$ cat src/rtl/pwm_deadtime_gen_if.sv
// Control and status bundle between the PWM core and the dead-time generator.
interface pwm_deadtime_gen_if #(
    parameter int DT_W = 8
);
    logic            en;
    logic            pwm_in;
    logic [DT_W-1:0] dt_rise;
    logic [DT_W-1:0] dt_fall;
    logic            cfg_load;
    logic            fault;
    logic            fault_clr;
    logic            out_hi;
    logic            out_lo;
    logic            dt_busy;
    logic            fault_act;

    modport master (
        output en, pwm_in, dt_rise, dt_fall, cfg_load, fault, fault_clr,
        input  out_hi, out_lo, dt_busy, fault_act
    );

    modport slave (
        input  en, pwm_in, dt_rise, dt_fall, cfg_load, fault, fault_clr,
        output out_hi, out_lo, dt_busy, fault_act
    );
endinterface

$ cat src/rtl/pwm_deadtime_gen.sv
// Complementary gate-drive generator with per-edge dead time, short-pulse absorption and fault kill.
// Optional macro DT_FAULT_LATCH_EN: latched fault (cleared by fault_clr); default is level-following fault.
module pwm_deadtime_gen #(
    parameter int DT_W        = 8,
    parameter int DT_RISE_RST = 4,
    parameter int DT_FALL_RST = 4
) (
    input  logic              clk,
    input  logic              rst_n,
    pwm_deadtime_gen_if.slave bus
);
    typedef enum logic [1:0] {
        ST_OFF   = 2'd0,
        ST_DEAD  = 2'd1,
        ST_HI_ON = 2'd2,
        ST_LO_ON = 2'd3
    } state_t;

    state_t          r_state;
    logic            r_dir;
    logic [DT_W-1:0] r_cnt;
    logic [DT_W-1:0] r_dt_rise_q;
    logic [DT_W-1:0] r_dt_fall_q;
    logic            r_out_hi;
    logic            r_out_lo;
    logic            r_dt_busy;
    logic            r_fault_act;

    state_t          w_state_nx;
    state_t          w_tgt_on;
    logic            w_dir_nx;
    logic [DT_W-1:0] w_cnt_nx;
    logic [DT_W-1:0] w_tgt_dt;
    logic            w_fault_act_nx;
    logic            w_kill;
    logic            w_reload;

    function automatic logic [DT_W-1:0] dt_sel(input logic dir,
                                               input logic [DT_W-1:0] rise,
                                               input logic [DT_W-1:0] fall);
        return dir ? rise : fall;
    endfunction

`ifdef DT_FAULT_LATCH_EN
    // A fault in the same cycle as fault_clr keeps the kill asserted.
    assign w_fault_act_nx = bus.fault | (r_fault_act & ~bus.fault_clr);
`else
    logic w_unused_fault_clr;
    assign w_unused_fault_clr = bus.fault_clr;
    assign w_fault_act_nx     = bus.fault;
`endif

    assign w_kill   = w_fault_act_nx;
    assign w_tgt_dt = dt_sel(bus.pwm_in, r_dt_rise_q, r_dt_fall_q);
    assign w_tgt_on = bus.pwm_in ? ST_HI_ON : ST_LO_ON;

    // Any new target (start-up, PWM edge, or pulse reversal mid-dead-time) reloads the counter.
    always_comb begin
        w_reload = 1'b0;
        case (r_state)
            ST_OFF:   w_reload = 1'b1;
            ST_DEAD:  w_reload = (bus.pwm_in != r_dir);
            ST_HI_ON: w_reload = ~bus.pwm_in;
            ST_LO_ON: w_reload = bus.pwm_in;
            default:  w_reload = 1'b0;
        endcase
    end

    always_comb begin
        w_state_nx = r_state;
        w_dir_nx   = r_dir;
        w_cnt_nx   = r_cnt;
        if (w_kill || !bus.en) begin
            w_state_nx = ST_OFF;
        end else if (w_reload) begin
            w_dir_nx   = bus.pwm_in;
            w_cnt_nx   = w_tgt_dt;
            // A zero dead time swaps ON states directly on this edge.
            w_state_nx = (w_tgt_dt == '0) ? w_tgt_on : ST_DEAD;
        end else if (r_state == ST_DEAD) begin
            if (r_cnt <= DT_W'(1)) begin
                w_state_nx = r_dir ? ST_HI_ON : ST_LO_ON;
                w_cnt_nx   = '0;
            end else begin
                w_cnt_nx   = r_cnt - DT_W'(1);
            end
        end
    end

    // Outputs are decoded from the next state so they move on the same edge as the state.
    always_ff @(posedge clk or negedge rst_n) begin
        if (!rst_n) begin
            r_state     <= ST_OFF;
            r_dir       <= 1'b0;
            r_cnt       <= '0;
            r_dt_rise_q <= DT_W'(DT_RISE_RST);
            r_dt_fall_q <= DT_W'(DT_FALL_RST);
            r_out_hi    <= 1'b0;
            r_out_lo    <= 1'b0;
            r_dt_busy   <= 1'b0;
            r_fault_act <= 1'b0;
        end else begin
            r_state     <= w_state_nx;
            r_dir       <= w_dir_nx;
            r_cnt       <= w_cnt_nx;
            r_out_hi    <= (w_state_nx == ST_HI_ON);
            r_out_lo    <= (w_state_nx == ST_LO_ON);
            r_dt_busy   <= (w_state_nx == ST_DEAD);
            r_fault_act <= w_fault_act_nx;
            if (bus.cfg_load) begin
                r_dt_rise_q <= bus.dt_rise;
                r_dt_fall_q <= bus.dt_fall;
            end
        end
    end

    assign bus.out_hi    = r_out_hi;
    assign bus.out_lo    = r_out_lo;
    assign bus.dt_busy   = r_dt_busy;
    assign bus.fault_act = r_fault_act;
endmodule

$ cat src/flat_wrapper.sv
// flat-port wrapper written by rule: the top's interface ports become plain ports
module pwm_deadtime_gen_flat 
#(
    parameter int DT_W        = 8,
    parameter int DT_RISE_RST = 4,
    parameter int DT_FALL_RST = 4
)
  (clk, rst_n, bus_en, bus_pwm_in, bus_dt_rise, bus_dt_fall, bus_cfg_load, bus_fault, bus_fault_clr, bus_out_hi, bus_out_lo, bus_dt_busy, bus_fault_act);
  pwm_deadtime_gen_if #(.DT_W(DT_W)) bus_i ();
  input  logic clk;
  input  logic rst_n;
  input wire logic [$bits(bus_i.en)-1:0] bus_en;
  input wire logic [$bits(bus_i.pwm_in)-1:0] bus_pwm_in;
  input wire logic [$bits(bus_i.dt_rise)-1:0] bus_dt_rise;
  input wire logic [$bits(bus_i.dt_fall)-1:0] bus_dt_fall;
  input wire logic [$bits(bus_i.cfg_load)-1:0] bus_cfg_load;
  input wire logic [$bits(bus_i.fault)-1:0] bus_fault;
  input wire logic [$bits(bus_i.fault_clr)-1:0] bus_fault_clr;
  output wire logic [$bits(bus_i.out_hi)-1:0] bus_out_hi;
  output wire logic [$bits(bus_i.out_lo)-1:0] bus_out_lo;
  output wire logic [$bits(bus_i.dt_busy)-1:0] bus_dt_busy;
  output wire logic [$bits(bus_i.fault_act)-1:0] bus_fault_act;
  assign bus_i.en = bus_en;
  assign bus_i.pwm_in = bus_pwm_in;
  assign bus_i.dt_rise = bus_dt_rise;
  assign bus_i.dt_fall = bus_dt_fall;
  assign bus_i.cfg_load = bus_cfg_load;
  assign bus_i.fault = bus_fault;
  assign bus_i.fault_clr = bus_fault_clr;
  assign bus_out_hi = bus_i.out_hi;
  assign bus_out_lo = bus_i.out_lo;
  assign bus_dt_busy = bus_i.dt_busy;
  assign bus_fault_act = bus_i.fault_act;
  pwm_deadtime_gen #(.DT_W(DT_W), .DT_RISE_RST(DT_RISE_RST), .DT_FALL_RST(DT_FALL_RST)) u_core (.clk(clk), .rst_n(rst_n), .bus(bus_i));
endmodule
$ cat config.mk
export PLATFORM = sky130hd
export DESIGN_NAME = pwm_deadtime_gen_flat
export DESIGN_NICKNAME = d
export VERILOG_FILES = /design/src/rtl/pwm_deadtime_gen_if.sv /design/src/rtl/pwm_deadtime_gen.sv /design/src/flat_wrapper.sv
export SDC_FILE = /design/constraint.sdc
export NUM_CORES = 1
export LEC_CHECK = 0
export ABC_AREA = 1
export BUFFER_PORTS_ARGS = -buffer_cell sky130_fd_sc_hd__buf_2
export CAP_MARGIN = 0
export CORE_UTILIZATION = 40
export CTS_CLUSTER_SIZE = 24
export DETAILED_ROUTE_END_ITERATION = 12
export GPL_TIMING_DRIVEN = 0
export SETUP_SLACK_MARGIN = 0.15
export SLEW_MARGIN = 20
export SYNTH_ARGS = -nofsm -noshare
export SYNTH_HDL_FRONTEND = slang
export SYNTH_SLANG_ARGS = --single-unit
$ cat constraint.sdc
create_clock -name clk -period 1.62 [get_ports clk]
set_clock_uncertainty 0.2 [all_clocks]
set_input_delay 0.081 -clock clk [delete_from_list [all_inputs] [get_ports clk]]
set_output_delay 0.081 -clock clk [all_outputs]
set_load 0.1 [all_outputs]
==> impl_metrics.yaml, run 1 <==
run_status:
  status: "finished with violations"
  violations: "negative hold slack"
setup_path:
  timing.critical_path.from_type: "flip-flop"
  timing.critical_path.arrival_ps: 1600
  crit_path_end_kind: "flip-flop"
  critical_path_required_ps: 1630
  critical_path_peak_fanout: 7
  criticalPathCategory: "reg -> reg"
sta:
  final-setup-viol-count: 0
  slew_headroom_pct: 54.3
  grt_setup_unrepaired: "true"
  min_period_over_period_pct: 98.0
  clock.fmax_mhz: 630
  maxSlewViolCount: 0
  timing.final.crit_period_ps: 1590
  least_margin_pin_slew_ps: 686
  hold_violations: 1
  whs_ps: -24.6
clocking:
  cts_made_buffers: 5
  cts_root_buf: "sky130_fd_sc_hd__clkbuf_8"
  clock_path_buffers: 2
  clk-insertion-delay-late_ps: 280
  clock_tree.htree_level_count: 2
  cts.sink_count: 31
  cts_tree: "yes"
  clk_transition_reported_paths_ps: 60
pwr:
  total_power_mw: 2.25
  power.leakage_nw: 1.22
  clockPowerShare_pct: 27.7
  power_spent_charging_and_discharging_nets_mw: 0.728
  combinationalPowerShare_pct: 30.7
  pwr-share-seq_pct: 41.6
  p_per_area_nw_per_um2: 936
  swShare_pct: 32.4
  ir_drop_mv: 0.523
  internal_power_mw: 1.52
die:
  dieWidth_um: 68.5
  dieArea_um2: 4690
  die_y_um: 68.5
  ioPinCount: 27
  core-area_um2: 4120
  core.rowCount: 23
  start_util_pct: 42.9
logic_synthesis:
  ys.flop_type: "sky130_fd_sc_hd__dfrtp_1"
  synth_seq_cells: 31
  count_of_flip_flops_with_a_built_in_enable_after_synthesis: 0
  synth_cell_types: 27
  post_synth_inst_count: 232
  postSynth.asyncResetShare_pct: 100
  mappedNetlistArea_um2: 1770
  ys_warn_count: 0
  synth-seq-area-share_pct: 44.1
  post_synth.cell_area_avg_um2: 7.62
  mappedNetlistNets: 257
placement:
  place.gp.congestion: 0.842
  io_buffer_count: 24
  place_hpwl_mm: 2.50
final_layout:
  antenna-diode-count: 0
  area.growth.synth_to_final_pct: 35.8
  drive_above_1_share_pct: 28.8
  post_layout_nets: 319
detailed_routing:
  route.vias.total: 1564
  drt.antenna.violating_nets: 0
  drtPass1Iterations: 4
  routed_wire_length_per_instance_um: 11.0
  first_iter_violations: 49
  totalWireLength_mm: 3.79
  detail_route.vias_per_cell: 4.53
  detail_route.drc_violations: 0
grt:
  largest_net_degree_at_the_start_of_global_routing: 32
  global_route_wire_length_before_repair_mm: 6.55
  first_global_vias: 1511
  grt_util_all_layers_pct: 19.6
  initial_antenna_violation_count: 0
  total_global_routing_overflow: 0
min_path:
  hold_removal_path_class: "in -> reg"
job:
  drv_cap: 0
==> per-layer routing <==
| layer | wire length (um) | GRT usage [%] | share of wire [%] | up-vias |
|---|---|---|---|---|
| met5 | 0 | 0 | 0 | - |
| met2 | 1790 | 32.6 | 47 | 22 |
| met3 | 85 | 5.00 | 2.2 | 5 |
| li1 | - | - | - | 830 |
| met4 | 63 | 7.81 | 1.7 | 0 |
| met1 | 1840 | 24.0 | 49 | 707 |
==> layout by cell type (no fill, tap or decap), types with 3 or more instances in the layout <==
cell	n
sky130_fd_sc_hd__buf_2	24
sky130_fd_sc_hd__buf_4	8
sky130_fd_sc_hd__buf_6	4
sky130_fd_sc_hd__clkbuf_1	4
sky130_fd_sc_hd__clkbuf_8	6
sky130_fd_sc_hd__dfrtp_1	29
sky130_fd_sc_hd__dlygate4sd3_1	20
sky130_fd_sc_hd__inv_1	29
sky130_fd_sc_hd__inv_2	4
sky130_fd_sc_hd__nand2_1	69
sky130_fd_sc_hd__nand2_2	7
sky130_fd_sc_hd__nand3_1	12
sky130_fd_sc_hd__nand3_2	3
sky130_fd_sc_hd__nor2_1	19
sky130_fd_sc_hd__nor2_2	10
sky130_fd_sc_hd__o21ai_0	18
sky130_fd_sc_hd__o21ai_1	6
==> power groups by stage <==
stage | Clock [mW] | Sequential (mW) | Combinational, mW
6_report | 0.622 | 0.934 | 0.690
3_5_place_dp | 0 | 0.944 | 0.574
5_1_grt | 0.681 | 0.945 | 0.779
4_1_cts | 0.647 | 0.930 | 0.687
2_1_floorplan | 0 | 0.961 | 0.427
3_3_place_gp | 0 | 0.941 | 0.573
==> registers in the layout, summed over array words and instances, names as in the netlist <==
register              cells
u_core.r_dt_rise_q        8
u_core.bus.fault_act      1
u_core.r_state            2
u_core.r_dir              1
u_core.bus.out_lo         1
u_core.r_cnt              8
u_core.bus.out_hi         1
u_core.r_dt_fall_q        8
u_core.bus.dt_busy        1
==> cell type report <==
type                       count  area [um^2]
clock inverter                 1         5.00
sequential                    31          778
tap                           50         62.6
fill                         385         1720
inverter                      35          139
multi-input combinational    159          818
clock buffer                   7         86.3
buffer                         7         73.8
timing repair buffer          55          435
==> what timing repair did <==
action	4_1_cts	5_1_grt
hold endpoints to repair	51	6
cloned	2	0
buffers inserted	7	2
hold buffers	21	2
gates resized for setup	5	7
pin swaps	7	1
setup endpoints to repair	13	16
==> final timing paths <==
kind | from | end | slack (ps) | depth (start not counted)
hold reg to reg | u_core.r_dt_rise_q[2]$_DFFE_PN1P_ | u_core.r_dt_rise_q[2]$_DFFE_PN1P_ | 300 | 2
max in group asynchronous | rst_n | u_core.r_state[1]$_DFF_PN0_ | 600 | 2
min in group asynchronous | rst_n | u_core.r_cnt[4]$_DFFE_PN0P_ | 180 | 2
setup / recovery | u_core.r_state[0]$_DFF_PN0_ | u_core.r_cnt[6]$_DFFE_PN0P_ | 30 | 8
setup reg to reg | u_core.r_state[0]$_DFF_PN0_ | u_core.r_cnt[6]$_DFFE_PN0P_ | 30 | 8
hold / removal | bus_fault | u_core.r_state[0]$_DFF_PN0_ | -20 | 4
==> synthesized netlist by cell type (2+ instances only) <==
cell / count / area [um^2]
sky130_fd_sc_hd__clkbuf_1: 3 / 11.3
sky130_fd_sc_hd__buf_12: 2 / 40.0
sky130_fd_sc_hd__nand2_2: 7 / 43.8
sky130_fd_sc_hd__inv_1: 32 / 120
sky130_fd_sc_hd__nand3_2: 2 / 20.0
sky130_fd_sc_hd__nor2_2: 4 / 25.0
sky130_fd_sc_hd__buf_6: 2 / 22.5
sky130_fd_sc_hd__o21ai_0: 19 / 95.1
sky130_fd_sc_hd__dfstp_2: 2 / 52.6
sky130_fd_sc_hd__o21ai_1: 5 / 25.0
sky130_fd_sc_hd__dfrtp_1: 29 / 726
sky130_fd_sc_hd__nand2_4: 2 / 22.5
sky130_fd_sc_hd__nand2_1: 69 / 259
sky130_fd_sc_hd__o21ai_2: 2 / 17.5
sky130_fd_sc_hd__ha_1: 2 / 25.0
sky130_fd_sc_hd__nand3_1: 13 / 65.1
sky130_fd_sc_hd__a21oi_1: 2 / 10.0
sky130_fd_sc_hd__nor2_1: 26 / 97.6
==> cell families after synthesis <==
family | synth area share (%)
AO/OA/AOI/OAI | 9.70
buffers and inverters | 12.0
flip-flops | 44.1
adder cells (fa/ha/maj) | 1.42
XOR/XNOR | 0.496
AND/OR/NAND/NOR | 32.3
==> per-stage QoR <==
step	worst slack, ps	utilization, %	std cells	area (um^2)	setup TNS, ps
CTS	40.6	57.7	344	2370	0
global placement	-59.4	47.9	306	1970	-91.9
global route	-47.1	58.3	345	2400	-282
floorplan	139	-	232	1790	0
detailed placement	-48.4	47.9	306	1970	-49.2
finish	32.7	58.3	345	2400	0
==> critical path, cell delays in order (launching register included) <==
cell                      delay [ps]
sky130_fd_sc_hd__dfrtp_1         440
sky130_fd_sc_hd__buf_6           130
sky130_fd_sc_hd__inv_1            30
sky130_fd_sc_hd__nor2_1           70
sky130_fd_sc_hd__inv_1            70
sky130_fd_sc_hd__a21oi_4         270
sky130_fd_sc_hd__buf_6           170
sky130_fd_sc_hd__nor2_1           40
sky130_fd_sc_hd__nor2_1           90
No activity file was read; power rests on OpenSTA's default activity.
==> run 2, diff against run 1 <==
Clock period 1.62 ns to 1.78 ns, I/O delays scaled along.
==> run 2 against run 1 <==
  * The run now ends clean
  * Final cell count is 1.7% lower
  * Sequential share of layout area increased by 1.5 points
  * Register-to-register slack gained 130 ps
  * Via count down 2.8%
  * Die area stayed put
  * First-iteration DRC count rose by 16%
  * Maximum frequency decreased by 2.1%
  * Clock-buffer cell count is the same
  * Sequential power is 9.1% lower
  * Cell area decreased by 4.2%
  * Clock power fell by 13%
  * Critical endpoint is now u_core.r_cnt[3]$_DFFE_PN0P_
  * Largest cell class unchanged
  * Highest routed layer unchanged
==> impl_metrics.yaml, run 2 (synthesis gave the netlist of run 1 again) <==
grt:
  grt_util_all_layers_pct: 18.5
  global_route_wire_length_before_repair_mm: 6.23
  initial_antenna_violation_count: 0
  first_global_vias: 1366
  largest_net_degree_at_the_start_of_global_routing: 32
  total_global_routing_overflow: 0
pwr:
  total_power_mw: 1.96
  internal_power_mw: 1.30
  pwr-share-seq_pct: 43.3
  power_spent_charging_and_discharging_nets_mw: 0.655
  combinationalPowerShare_pct: 29.0
  ir_drop_mv: 0.560
  clockPowerShare_pct: 27.6
  swShare_pct: 33.4
  p_per_area_nw_per_um2: 853
  power.leakage_nw: 1.17
sta:
  maxSlewViolCount: 0
  hold_violations: 0
  slew_headroom_pct: 53.6
  least_margin_pin_slew_ps: 696
  setup_slack_ps: 159
  final-setup-viol-count: 0
  min_period_over_period_pct: 91.1
  clock.fmax_mhz: 617
  grt_setup_unrepaired: "true"
  timing.final.crit_period_ps: 1620
setup_path:
  reg2reg_to: "u_core.r_cnt[3]$_DFFE_PN0P_"
  timing.critical_path.from_type: "flip-flop"
  critical_path_required_ps: 1750
  slowest_delay_ps: 390
  most_frequent_cell_on_the_critical_path: "sky130_fd_sc_hd__inv_2"
  timing.critical_path.arrival_ps: 1590
  worstRegToRegCells: 9
  rrSetupSlack_ps: 160
  crit_path_end_kind: "flip-flop"
  crit_path_start: "u_core.r_cnt[0]$_DFFE_PN0P_"
  worst_r2r_startpoint: "u_core.r_cnt[0]$_DFFE_PN0P_"
  critical_path_peak_fanout: 8
  criticalPathCategory: "reg -> reg"
  worstPathCellList: "inv_2 > ha_4 > o21ai_2 > nor2_4 > inv_2 > nand2_8 > nor2_1 > o21ai_1 > nand2_1"
  critPathCapture: "u_core.r_cnt[3]$_DFFE_PN0P_"
  cpMaxStageDelayCell: "sky130_fd_sc_hd__dfrtp_1"
run_status:
  status: "completed"
min_path:
  hold_removal_path_class: "in -> reg"
  worstHoldStart: "bus_pwm_in"
clocking:
  cts_tree: "yes"
  clk-insertion-delay-late_ps: 280
  cts.sink_count: 31
  clock_path_buffers: 2
  clk_transition_reported_paths_ps: 70
  cts_made_buffers: 5
  cts_root_buf: "sky130_fd_sc_hd__clkbuf_8"
  clock_tree.htree_level_count: 2
job:
  drv_cap: 0
detailed_routing:
  route.vias.total: 1520
  detail_route.vias_per_cell: 4.48
  met3RoutedLength_um: 100
  routed_wire_length_per_instance_um: 10.7
  drt.antenna.violating_nets: 0
  totalWireLength_mm: 3.63
  detail_route.wirelength.met1_mm: 1.80
  detail_route.drc_violations: 0
  first_iter_violations: 57
  drtPass1Iterations: 4
  dr_wl_met2_mm: 1.68
  top_signal_layer_used: "met4"
final_layout:
  fill_cells: 390
  layout.cells.most_common_list: "69 x sky130_fd_sc_hd__nand2_1, 29 x sky130_fd_sc_hd__inv_1, 28 x sky130_fd_sc_hd__dfrtp_1"
  post_layout_nets: 313
  drive_above_1_share_pct: 24.9
  instances_no_fill: 339
  antenna-diode-count: 0
  leading_cell_type_in_the_layout_fill_and_taps_excluded: "sky130_fd_sc_hd__nand2_1"
  area.growth.synth_to_final_pct: 30.0
  reg.largest.list: "u_core.r_cnt: 8 flops, u_core.r_dt_fall_q: 8 flops, u_core.r_dt_rise_q: 8 flops"
placement:
  post-place-ws_ps: -21.9
  place.gp.congestion: 0.764
  place_hpwl_mm: 2.45
  number_of_cells_in_the_design_after_placement: 306
  io_buffer_count: 24
die:
  core-area_um2: 4120
  core.rowCount: 23
  dieArea_um2: 4690
  die_y_um: 68.5
  dieWidth_um: 68.5
  start_util_pct: 42.9
  ioPinCount: 27
## run 2: cell types whose count changed in the layout (fill, tap and decap cells not counted), sizes merged
cell / change
buf: -7
bufbuf: -1
dlygate4sd3: +2
## run 2: timing repair
item / in CTS / in global routing
setup endpoints to repair: 11 / 9
gates cloned: 0 / 1
setup buffers: 0 / 2
gates resized for setup: 8 / 3
pin swaps: 1 / 2
hold buffers: 22 / 0
hold endpoints to repair: 50 / 0
## run 2: worst min path at each step
stage                                     end  slack [ps]  cells after the start
6_report             u_core.r_dir$_DFFE_PN0P_          10                      4
5_1_grt              u_core.r_dir$_DFFE_PN0P_          40                      4
4_1_cts              u_core.r_dir$_DFFE_PN0P_          20                      4
3_5_place_dp   u_core.bus.fault_act$_DFF_PN0_         -20                      1
3_3_place_gp   u_core.bus.fault_act$_DFF_PN0_         -10                      1
2_1_floorplan    u_core.bus.dt_busy$_DFF_PN0_        -410                      0
## run 2: final cells by class
| class | instances | area (um^2) | share of cell area (%) |
|---|---|---|---|
| multi-input cells | 159 | 798 | 34.7 |
| clock inverters | 1 | 5.00 | 0.218 |
| repair buffers | 49 | 363 | 15.8 |
| well taps | 50 | 62.6 | 2.72 |
| flip-flops and latches | 31 | 779 | 33.9 |
| clock buffers | 7 | 76.3 | 3.32 |
| inverters | 35 | 139 | 6.05 |
| plain buffers | 7 | 73.8 | 3.21 |
## run 2: per-stage QoR
stage                     setup TNS, ps  instance area, um^2  hold slack (ps)  utilization [%]
after floorplan                       0                 1770             -407                -
after global placement                0                 1950            -10.3             47.4
after detailed placement          -26.3                 1950            -17.9             47.4
after CTS                             0                 2270             18.6             55.2
after global routing                  0                 2300             37.1             55.8
final                                 0                 2300             13.4             55.8
## run 2: worst max-delay path: cells and delay by family (launching register included)
| family | cells | cell delay, ps |
|---|---|---|
| AO/OA/AOI/OAI | 2 | 210 |
| buffers and inverters | 2 | 180 |
| flip-flops | 1 | 390 |
| AND/OR/NAND/NOR | 4 | 360 |
| adder cells (fa/ha/maj) | 1 | 170 |
## run 2: power groups by stage
stage / clock (mW) / combinational, mW / sequential [mW]
after floorplan: 0 / 0.366 / 0.871
after detailed placement: 0 / 0.499 / 0.855
final: 0.541 / 0.569 / 0.849
after global routing: 0.586 / 0.645 / 0.858
after CTS: 0.556 / 0.560 / 0.847
after global placement: 0 / 0.493 / 0.852
## run 2: metal layers
| metal | vias to the layer above | GRT usage [%] |
|---|---|---|
| li1 | 821 | - |
| met1 | 665 | 24.9 |
| met2 | 30 | 28.2 |
| met3 | 4 | 5.00 |
| met4 | 0 | 6.25 |
| met5 | - | 0 |
